[config.mk]
export PLATFORM = sky130hd
export DESIGN_NAME = fifo_sync_cfg_flat
export DESIGN_NICKNAME = d
export VERILOG_FILES = /design/src/rtl/fifo_sync_cfg_pkg.sv /design/src/rtl/fifo_sync_cfg_if.sv /design/src/rtl/fifo_sync_cfg_ptr_ctrl.sv /design/src/rtl/fifo_sync_cfg.sv /design/src/flat_wrapper.sv
export SDC_FILE = /design/constraint.sdc
export NUM_CORES = 1
export LEC_CHECK = 0
export CORE_MARGIN = 2
export CORE_UTILIZATION = 40
export CTS_BUF_LIST = sky130_fd_sc_hd__clkbuf_8
export CTS_CLUSTER_DIAMETER = 50
export DETAILED_ROUTE_END_ITERATION = 8
export HOLD_SLACK_MARGIN = 0.06
export PLACE_DENSITY_LB_ADDON = 0.05
export SKIP_CTS_REPAIR_TIMING = 1
export SYNTH_ARGS = -nofsm -noshare
export SYNTH_HDL_FRONTEND = slang
export SYNTH_SLANG_ARGS = --single-unit
[constraint.sdc]
create_clock -name clk -period 8.3 [get_ports clk]
set_input_delay 1.66 -clock clk [delete_from_list [all_inputs] [get_ports clk]]
set_output_delay 1.66 -clock clk [all_outputs]
set_load 0.02 [all_outputs]
[src/rtl/fifo_sync_cfg_pkg.sv]
// Shared configuration helpers for the parametrised synchronous FIFO.
// Holds the read-mode encodings, the level-width derivation and the legality check
// for the depth/threshold combination.
package fifo_cfg_pkg;

  localparam int MODE_REG  = 0;
  localparam int MODE_FWFT = 1;

  // Level must be able to represent 0..DEPTH inclusive.
  function automatic int calc_lvl_w(input int depth);
    return $clog2(depth + 1);
  endfunction

  // Legal configurations: DEPTH >= 2 and 0 <= AE < AF <= DEPTH.
  function automatic bit cfg_legal(input int depth, input int ae, input int af);
    return (depth >= 2) && (ae >= 0) && (ae < af) && (af <= depth);
  endfunction

endpackage

[src/rtl/fifo_sync_cfg_if.sv]
// Handshake bundle between a FIFO user and fifo_sync_cfg.
// No latency of its own; pure wiring.
// Backpressure is conveyed through full/overflow toward the master.
interface fifo_sync_cfg_if #(
  parameter int DATA_W = 32,
  parameter int DEPTH  = 8
);
  import fifo_cfg_pkg::*;

  localparam int LVL_W = calc_lvl_w(DEPTH);

  logic                     flush;
  logic                     wr_en;
  logic signed [DATA_W-1:0] data_in;
  logic                     rd_en;
  logic signed [DATA_W-1:0] data_out;
  logic                     rd_valid;
  logic                     wr_ack;
  logic                     overflow;
  logic                     underflow;
  logic                     full;
  logic                     empty;
  logic                     almost_full;
  logic                     almost_empty;
  logic [LVL_W-1:0]         level;

  modport master (
    output flush, wr_en, data_in, rd_en,
    input  data_out, rd_valid, wr_ack, overflow, underflow,
    input  full, empty, almost_full, almost_empty, level
  );

  modport slave (
    input  flush, wr_en, data_in, rd_en,
    output data_out, rd_valid, wr_ack, overflow, underflow,
    output full, empty, almost_full, almost_empty, level
  );

endinterface

[src/rtl/fifo_sync_cfg_ptr_ctrl.sv]
// Pointer, occupancy and accept control for fifo_sync_cfg.
// Accept decisions are combinational; pointers and level update on the next edge.
// Writes are refused when full unless a read is accepted in the same cycle.
module fifo_ptr_ctrl
  import fifo_cfg_pkg::*;
#(
  parameter  int DEPTH     = 8,
  parameter  int AF_THRESH = DEPTH - 1,
  parameter  int AE_THRESH = 1,
  localparam int LVL_W     = calc_lvl_w(DEPTH),
  localparam int PTR_W     = $clog2(DEPTH)
) (
  input  logic             clk,
  input  logic             rst,
  input  logic             flush,
  input  logic             wr_en,
  input  logic             rd_en,
  output logic             wr_ok,
  output logic             rd_ok,
  output logic [PTR_W-1:0] wr_ptr,
  output logic [PTR_W-1:0] rd_ptr,
  output logic [LVL_W-1:0] level,
  output logic             full,
  output logic             empty,
  output logic             almost_full,
  output logic             almost_empty
);

  localparam logic [LVL_W-1:0] DEPTH_L = LVL_W'(DEPTH);
  localparam logic [LVL_W-1:0] AF_L    = LVL_W'(AF_THRESH);
  localparam logic [LVL_W-1:0] AE_L    = LVL_W'(AE_THRESH);
  localparam logic [PTR_W-1:0] PTR_MAX = PTR_W'(DEPTH - 1);

  logic [LVL_W-1:0] level_next;

  // Status flags are straight decodes of the level register.
  assign empty        = (level == '0);
  assign full         = (level == DEPTH_L);
  assign almost_full  = (level >= AF_L);
  assign almost_empty = (level <= AE_L);

  // A simultaneous read frees a slot, so a write while full still lands.
  assign rd_ok = rd_en && !empty;
  assign wr_ok = wr_en && (!full || rd_ok);

  // Occupancy moves by at most one per cycle.
  always_comb begin
    level_next = level;
    if (wr_ok && !rd_ok) begin
      level_next = level + LVL_W'(1);
    end else if (!wr_ok && rd_ok) begin
      level_next = level - LVL_W'(1);
    end
  end

  // Pointer and level state; flush wins over any request in the same cycle.
  always_ff @(posedge clk or posedge rst) begin
    if (rst) begin
      wr_ptr <= '0;
      rd_ptr <= '0;
      level  <= '0;
    end else if (flush) begin
      wr_ptr <= '0;
      rd_ptr <= '0;
      level  <= '0;
    end else begin
      if (wr_ok) wr_ptr <= (wr_ptr == PTR_MAX) ? '0 : wr_ptr + PTR_W'(1);
      if (rd_ok) rd_ptr <= (rd_ptr == PTR_MAX) ? '0 : rd_ptr + PTR_W'(1);
      level <= level_next;
    end
  end

endmodule

[src/rtl/fifo_sync_cfg.sv]
// Parametrised single-clock FIFO with registered or fall-through read mode.
// Registered mode: data 1 cycle after rd_en; fall-through: head visible while non-empty.
// Overflowing writes are dropped and flagged; write-while-full is allowed with a same-cycle read.
module fifo_sync_cfg
  import fifo_cfg_pkg::*;
#(
  parameter int DATA_W    = 32,
  parameter int DEPTH     = 8,
  parameter int FWFT      = MODE_REG,
  parameter int AF_THRESH = DEPTH - 1,
  parameter int AE_THRESH = 1
) (
  input logic           clk,
  input logic           rst,
  fifo_sync_cfg_if.slave bus
);

  localparam int PTR_W = $clog2(DEPTH);

  if (!cfg_legal(DEPTH, AE_THRESH, AF_THRESH)) begin : g_bad_cfg
    $fatal(1, "fifo_sync_cfg: illegal DEPTH/AE_THRESH/AF_THRESH combination");
  end

  logic                     wr_ok;
  logic                     rd_ok;
  logic [PTR_W-1:0]         wr_ptr;
  logic [PTR_W-1:0]         rd_ptr;
  logic signed [DATA_W-1:0] mem [DEPTH];

  fifo_ptr_ctrl #(
    .DEPTH     (DEPTH),
    .AF_THRESH (AF_THRESH),
    .AE_THRESH (AE_THRESH)
  ) u_ctrl (
    .clk          (clk),
    .rst          (rst),
    .flush        (bus.flush),
    .wr_en        (bus.wr_en),
    .rd_en        (bus.rd_en),
    .wr_ok        (wr_ok),
    .rd_ok        (rd_ok),
    .wr_ptr       (wr_ptr),
    .rd_ptr       (rd_ptr),
    .level        (bus.level),
    .full         (bus.full),
    .empty        (bus.empty),
    .almost_full  (bus.almost_full),
    .almost_empty (bus.almost_empty)
  );

  // Storage is left unreset; pointers alone decide what is valid.
  always_ff @(posedge clk) begin
    if (wr_ok && !bus.flush) mem[wr_ptr] <= bus.data_in;
  end

  // Request outcome flags, reported one cycle after the request.
  always_ff @(posedge clk or posedge rst) begin
    if (rst) begin
      bus.wr_ack    <= 1'b0;
      bus.overflow  <= 1'b0;
      bus.underflow <= 1'b0;
    end else if (bus.flush) begin
      bus.wr_ack    <= 1'b0;
      bus.overflow  <= 1'b0;
      bus.underflow <= 1'b0;
    end else begin
      bus.wr_ack    <= wr_ok;
      bus.overflow  <= bus.wr_en && !wr_ok;
      bus.underflow <= bus.rd_en && !rd_ok;
    end
  end

  if (FWFT == MODE_FWFT) begin : g_fwft
    // Head of queue is shown directly; zero when nothing is stored.
    assign bus.data_out = bus.empty ? '0 : mem[rd_ptr];
    assign bus.rd_valid = !bus.empty;
  end else begin : g_reg
    logic signed [DATA_W-1:0] data_q;
    logic                     valid_q;

    // Registered read: capture the head on an accepted pop, hold otherwise.
    always_ff @(posedge clk or posedge rst) begin
      if (rst) begin
        data_q  <= '0;
        valid_q <= 1'b0;
      end else if (bus.flush) begin
        data_q  <= '0;
        valid_q <= 1'b0;
      end else begin
        valid_q <= rd_ok;
        if (rd_ok) data_q <= mem[rd_ptr];
      end
    end

    assign bus.data_out = data_q;
    assign bus.rd_valid = valid_q;
  end

endmodule

[src/flat_wrapper.sv]
// flat-port wrapper written by rule: the top's interface ports become plain ports
module fifo_sync_cfg_flat import fifo_cfg_pkg::*;
#(
  parameter int DATA_W    = 32,
  parameter int DEPTH     = 8,
  parameter int FWFT      = MODE_REG,
  parameter int AF_THRESH = DEPTH - 1,
  parameter int AE_THRESH = 1
)
  (clk, rst, bus_flush, bus_wr_en, bus_data_in, bus_rd_en, bus_data_out, bus_rd_valid, bus_wr_ack, bus_overflow, bus_underflow, bus_full, bus_empty, bus_almost_full, bus_almost_empty, bus_level);
  fifo_sync_cfg_if #(.DATA_W(DATA_W), .DEPTH(DEPTH)) bus_i ();
  input logic clk;
  input logic rst;
  input wire logic [$bits(bus_i.flush)-1:0] bus_flush;
  input wire logic [$bits(bus_i.wr_en)-1:0] bus_wr_en;
  input wire logic [$bits(bus_i.data_in)-1:0] bus_data_in;
  input wire logic [$bits(bus_i.rd_en)-1:0] bus_rd_en;
  output wire logic [$bits(bus_i.data_out)-1:0] bus_data_out;
  output wire logic [$bits(bus_i.rd_valid)-1:0] bus_rd_valid;
  output wire logic [$bits(bus_i.wr_ack)-1:0] bus_wr_ack;
  output wire logic [$bits(bus_i.overflow)-1:0] bus_overflow;
  output wire logic [$bits(bus_i.underflow)-1:0] bus_underflow;
  output wire logic [$bits(bus_i.full)-1:0] bus_full;
  output wire logic [$bits(bus_i.empty)-1:0] bus_empty;
  output wire logic [$bits(bus_i.almost_full)-1:0] bus_almost_full;
  output wire logic [$bits(bus_i.almost_empty)-1:0] bus_almost_empty;
  output wire logic [$bits(bus_i.level)-1:0] bus_level;
  assign bus_i.flush = bus_flush;
  assign bus_i.wr_en = bus_wr_en;
  assign bus_i.data_in = bus_data_in;
  assign bus_i.rd_en = bus_rd_en;
  assign bus_data_out = bus_i.data_out;
  assign bus_rd_valid = bus_i.rd_valid;
  assign bus_wr_ack = bus_i.wr_ack;
  assign bus_overflow = bus_i.overflow;
  assign bus_underflow = bus_i.underflow;
  assign bus_full = bus_i.full;
  assign bus_empty = bus_i.empty;
  assign bus_almost_full = bus_i.almost_full;
  assign bus_almost_empty = bus_i.almost_empty;
  assign bus_level = bus_i.level;
  fifo_sync_cfg #(.DATA_W(DATA_W), .DEPTH(DEPTH), .FWFT(FWFT), .AF_THRESH(AF_THRESH), .AE_THRESH(AE_THRESH)) u_core (.clk(clk), .rst(rst), .bus(bus_i));
endmodule
==> run metrics, run 1 <==
run status=finished, final reports clean; R2R depth=6; hold path depth=2; slew at the pin closest to its max-slew limit=1.17 ns; total track usage=15.6%; final slew viol count=0; R2R setup slack=5.32 ns; Die Span X=174 um; die area=30200 um2; Max Buffers Root-to-Sink=3; Clock Sinks=302; relative slew slack=22.0%; nets=728; grt ovf=0; Setup crit end=bus_empty; Place WS=3.73 ns; Core Footprint=28500 um2; Detailed Routing Iterations Pass 1=4; largest net degree at the start of global routing=67; VDD IR max=0.114 mV; via count=5572; vias in the first global route=6193; Power Total=3770 uW; CP Capture Type=output pin; synth unique cells=35; DRT iter0 DRCs=338; EDFF count, synth=256; crit path from=u_core.u_ctrl.level[0]$_DFFE_PP0P_; CTS root buf=clkbuf_8; Critical Path RT=6.64 ns; startpoint type of the worst setup path=flop; Initial Util=40.4%; min Tclk post-route=4.26 ns; TritonCTS buffer count=52; final WL=22800 um; Routed Antenna Nets=0; Mapped Nets=613; drt drc=0; final worst clock skew=0.0230 ns; Cells after Synth=568; first-pass GRT wire length=36100 um; Layout area overhead=19.8%; Fin Setup TNS=0 ns; Worst-path clk slew=0.06 ns; prevailing post-synth register cell=edfxtp_1; final setup margin=4.04 ns; crit path kind=flop to output pin; layout cells sized above 1=21.3%; CTS H-tree depth=2; synthesized area=11500 um2; WL/cell=20.5 um; post-DP HPWL=12500 um; sequential fraction of the synthesis area=76.7%; WP data arrival=2.60 ns; clock latency on the worst-skew pair=0.56 ns; largest fanout on the critical path=8; fmax=0.235 GHz; PwrDens=273 nW/um2; Die H=174 um; asr flop ratio synth=15.2%; gpl congestion=0.745; diode count=0; antenna violations before repair=0; Mapped Avg Cell Area=20.3 um2; Final Hold Fails=0; RSZ-0062 raised after global routing=false; vias per cell=5.02; row cnt=62; reported max-cap violation count=0; CTS tree=yes; total number of yosys warnings=0; number of I/O pins=81; r2r startpoint=u_core.u_ctrl.level[0]$_DFFE_PP0P_; Worst Hold Class=flop to flop; Leak Pwr=0.00461 uW; period utilization=51.3%; PortBufs=80; Synth Register Bits=302; Final setup viols=0; reg2reg end=u_core.mem[1][31]$_DFFE_PP_
## cell usage after synthesis (all sizes together) (2+ instances only)
cell type  instances  area share, %
clkbuf             7           0.23
nand2             38            1.2
mux4              64             13
a21oi              4           0.21
inv                9           0.29
nor3               7           0.30
edfxtp           256             67
nand2b             4           0.22
mux2i             35            3.0
xnor2              2           0.15
a22o               2           0.15
buf               20           0.90
o21ai             34            1.5
a21o               2           0.13
nor2              14           0.46
dfrtp             46             10
ha                 8           0.87
nand3              2          0.087
## registers in the layout, indices dropped and copies added, names as in the netlist, 3 cells and up
name	cells
u_core.bus.data_out	32
u_core.mem	256
u_core.u_ctrl.level	4
u_core.u_ctrl.rd_ptr	3
u_core.u_ctrl.wr_ptr	3
## critical path, cell delays in order, from the launching register on
cell and delay, ns:
dfrtp_1 0.47, inv_1 0.13, ha_1 0.22, nor2b_1 0.27, nand2b_1 0.23, inv_1 0.11, clkdlybuf4s50_1 0.60
## worst min path at each step
stage	start	slack, ns	endpoint
finish	u_core.bus.data_out[8]$_DFFE_PP0P_	0.48	u_core.bus.data_out[8]$_DFFE_PP0P_
floorplan	u_core.u_ctrl.wr_ptr[1]$_DFFE_PP0P_	0.53	u_core.u_ctrl.wr_ptr[1]$_DFFE_PP0P_
CTS	u_core.bus.data_out[9]$_DFFE_PP0P_	0.49	u_core.bus.data_out[9]$_DFFE_PP0P_
global route	u_core.bus.data_out[11]$_DFFE_PP0P_	0.50	u_core.bus.data_out[11]$_DFFE_PP0P_
detailed placement	u_core.bus.data_out[9]$_DFFE_PP0P_	0.47	u_core.bus.data_out[9]$_DFFE_PP0P_
global placement	u_core.bus.data_out[9]$_DFFE_PP0P_	0.47	u_core.bus.data_out[9]$_DFFE_PP0P_
## area by class of cell
cell class / instances / area (um2)
Fill cell: 2502 / 14700
Clock buffer: 56 / 771
Timing Repair Buffer: 88 / 861
Multi-Input combinational cell: 230 / 2590
Sequential cell: 302 / 8840
Clock inverter: 42 / 223
Inverter: 9 / 33.8
Tap cell: 384 / 480
## per-stage QoR
stage | util [%] | hold slack [ns] | std cells | area, um2
detailed placement | 44.9 | 0.474 | 1013 | 12800
finish | 48.3 | 0.479 | 1111 | 13800
global placement | 44.9 | 0.468 | 1013 | 12800
CTS | 48.3 | 0.488 | 1111 | 13800
global route | 48.3 | 0.504 | 1111 | 13800
floorplan | - | 0.526 | 568 | 11500
## cells in the final DEF, fill, tap and decap left out, drive strengths merged
master / n
nand2b: 4
inv: 35
mux2i: 35
or2: 1
nand3b: 1
clkinv: 12
dfrtp: 46
clkdlybuf4s50: 80
o211ai: 1
o21ai: 34
nor4: 1
clkbuf: 56
or3: 1
a311o: 1
nor3b: 1
a22o: 2
nor2b: 1
edfxtp: 256
bufinv: 2
or4: 1
mux4: 64
a21oi: 4
a31oi: 1
ha: 8
and3: 1
nor3: 7
nand2: 38
nor2: 14
xnor2: 2
mux2: 1
and2: 1
o31ai: 1
buf: 8
a21o: 2
nand3: 2
clkinvlp: 2
## metal layers
layer	share of wire [%]	GRT usage (%)	wire (um)
met5	0	0	0
met4	2.0	4.87	448
met3	4.4	3.20	998
met2	50	26.4	11400
met1	44	20.3	9940
## power breakdown
group | internal (uW) | leakage [uW] | switching (uW) | total (uW)
Sequential | 1730 | 0.00293 | 62.8 | 1790
Combinational | 352 | 0.00109 | 368 | 721
Clock | 683 | 0.000598 | 577 | 1260
## logic make-up (layout without fill, tap and decap cells)
family / count (synthesis) / in the layout / share of synthesized area (%)
compound gates: 46 / 46 / 2.33
xor+xnor: 2 / 2 / 0.152
fa+ha+maj: 8 / 8 / 0.869
buf+inv: 36 / 195 / 1.42
flops: 302 / 302 / 76.7
mux: 100 / 100 / 15.6
simple gates: 74 / 74 / 2.86
Power figures use the tool's default switching activity.
==> run 2, diff against run 1 <==
==> constraint.sdc (replaced) <==
create_clock -name clk -period 3.73 [get_ports clk]
set_input_delay 0.746 -clock clk [delete_from_list [all_inputs] [get_ports clk]]
set_output_delay 0.746 -clock clk [all_outputs]
set_load 0.02 [all_outputs]
==> run 2 against run 1 <==
Critical path depth did not move. Routed wire length rose by 0.72%. Largest cell class unchanged. Largest power group unchanged. Cell area rose by 1.2%. Combinational power rose by 120%. Count of clock-buffer cells in the layout did not move. First-iteration DRC count fell by 0.89%. Global-route usage rose by 0.068 points. Cell count rose by 0.90%.
==> run metrics, run 2 (synthesized netlist as in run 1, its figures left out) <==
WP data arrival=2.53 ns (-0.07 ns); min Tclk post-route=3.28 ns; final worst clock skew=0.0135 ns (-0.00948 ns); most frequent cells in the layout=edfxtp_1 (256), clkdlybuf4s50_1 (80), mux4_2 (64), clkbuf_8 (56), dfrtp_1 (43); total track usage=15.6% (+0.068 points); layout cells sized above 1=23.5% (+2.2 points); first-pass GRT wire length=35800 um (-0.77%); final setup margin=0.450 ns (-3.59 ns); Leak Pwr=0.00466 uW (+1.1%); post-layout util=48.9% (+0.56 points); VDD IR max=0.271 mV (+140%); gpl congestion=0.714 (-4.1%); most common cell after layout, fill and taps aside=edfxtp_1; post-DP HPWL=13800 um (+10%); TritonCTS buffer count=50 (-3.8%); diode count=0 (unchanged); vias in the first global route=6161 (-0.52%); worst path bufs/invs=3 (unchanged); Critical Path RT=2.98 ns (-3.66 ns); CTS H-tree depth=2 (unchanged); Largest register FFs=256 (unchanged); fmax=0.305 GHz; drt drc=0 (unchanged); cell mode on critical path=inv_1; Die Span X=174 um (unchanged); CTS root buf=clkbuf_8; Design Area, Final=14000 um2 (+1.2%); antenna violations before repair=0 (unchanged); Post-DP Area=13000 um2 (+1.4%); Initial Util=40.4% (unchanged); Worst-path clk slew=0.06 ns (about the same); slew at the pin closest to its max-slew limit=1.01 ns (-0.159 ns); crit path kind=flop to output pin; Worst Hold Class=flop to flop; nets=742 (+1.9%); period utilization=87.9%; Core Footprint=28500 um2 (unchanged); Crit path largest cell delay=0.60 ns (about the same); DRT iter0 DRCs=335 (-0.89%); register area=8840 um2 (unchanged); Final Hold Fails=0 (unchanged); WL/cell=20.5 um (-0.18%); grt ovf=0 (unchanged); Die H=174 um (unchanged); RSZ-0062 raised after global routing=false; Detailed Routing Iterations Pass 1=6 (+2); largest net degree at the start of global routing=45 (-33%); die area=30200 um2 (unchanged); Layout fillers=2425 (-3.1%); Max Buffers Root-to-Sink=3 (unchanged); reported max-cap violation count=0 (unchanged); Clock Sinks=302 (unchanged); largest fanout on the critical path=8 (unchanged); row cnt=62 (unchanged); vias per cell=5.02 (+0.19%); Slowest-stage cell, CP=clkdlybuf4s50_1; CTS tree=yes; startpoint type of the worst setup path=flop; multi-input logic area=2600 um2 (+0.48%); via count=5633 (+1.1%); PortBufs=80 (unchanged); Layout area overhead=21.2%; CP delay by family, top=buffers and inverters; PwrDens=599 nW/um2 (+120%); Place WS=0.669 ns (-3.07 ns); final WL=23000 um (+0.72%); Routed Antenna Nets=0 (unchanged); final slew viol count=0 (unchanged); relative slew slack=32.7% (+11 points); largest reg by FF count=u_core.mem; number of I/O pins=81 (unchanged); Fin Setup TNS=0 ns (unchanged); CP Capture Type=output pin; Final setup viols=0 (unchanged); clock latency on the worst-skew pair=0.55 ns (about the same); run status=finished, final reports clean; CP cell instances=inv_1 -> ha_1 -> nor2b_1 -> nand2b_1 -> inv_1 -> clkdlybuf4s50_1
## run 2: layout make-up
type / instances / area share (%)
well taps: 384 / 3.44
clock inverters: 36 / 1.43
repair buffers: 104 / 7.39
multi-input cells: 230 / 18.6
flip-flops and latches: 302 / 63.4
clock buffers: 56 / 5.52
inverters: 9 / 0.242
## run 2: power breakdown
group          total, uW  switching (uW)  internal [uW]
logic               1560             755            810
clock network       2760            1250           1510
registers           4040             200           3840
## run 2: worst paths after layout
check	startpoint	end	slack, ns	cells after the start
max	u_core.u_ctrl.level[0]$_DFFE_PP0P_	bus_empty	0.45	6
min	u_core.bus.data_out[16]$_DFFE_PP0P_	u_core.bus.data_out[16]$_DFFE_PP0P_	0.48	2
max reg2reg	u_core.u_ctrl.level[0]$_DFFE_PP0P_	u_core.mem[0][30]$_DFFE_PP_	1.21	7
min reg2reg	u_core.bus.data_out[16]$_DFFE_PP0P_	u_core.bus.data_out[16]$_DFFE_PP0P_	0.48	2
max in group asynchronous	rst	u_core.bus.data_out[0]$_DFFE_PP0P_	2.54	3
min in group asynchronous	rst	u_core.u_ctrl.level[2]$_DFFE_PP0P_	0.57	2
## run 2: worst register-to-register path, stage by stage, from the launching register on
cell,delay [ns]
dfrtp_1,0.48
inv_1,0.10
ha_1,0.25
nand3b_2,0.15
nor2_1,0.07
or3_1,0.54
nor3_4,0.20
buf_4,0.37
## run 2: per-stage QoR
| step | hold slack, ns | instances | power (uW) |
|---|---|---|---|
| floorplan | 0.526 | 568 | 5090 |
| global placement | 0.468 | 1029 | 5700 |
| detailed placement | 0.475 | 1029 | 5720 |
| CTS | 0.489 | 1121 | 8520 |
| global route | 0.518 | 1121 | 8800 |
| finish | 0.481 | 1121 | 8370 |
## run 2: routing by layer
metal	global-route usage [%]	share of wire, %	wire length, um	vias to the layer above
met1	19.6	43	9870	2932
met3	3.20	4.1	932	41
met2	27.5	51	11700	112
li1	-	-	-	2548
met4	4.87	1.9	435	0
met5	0	0	0	-
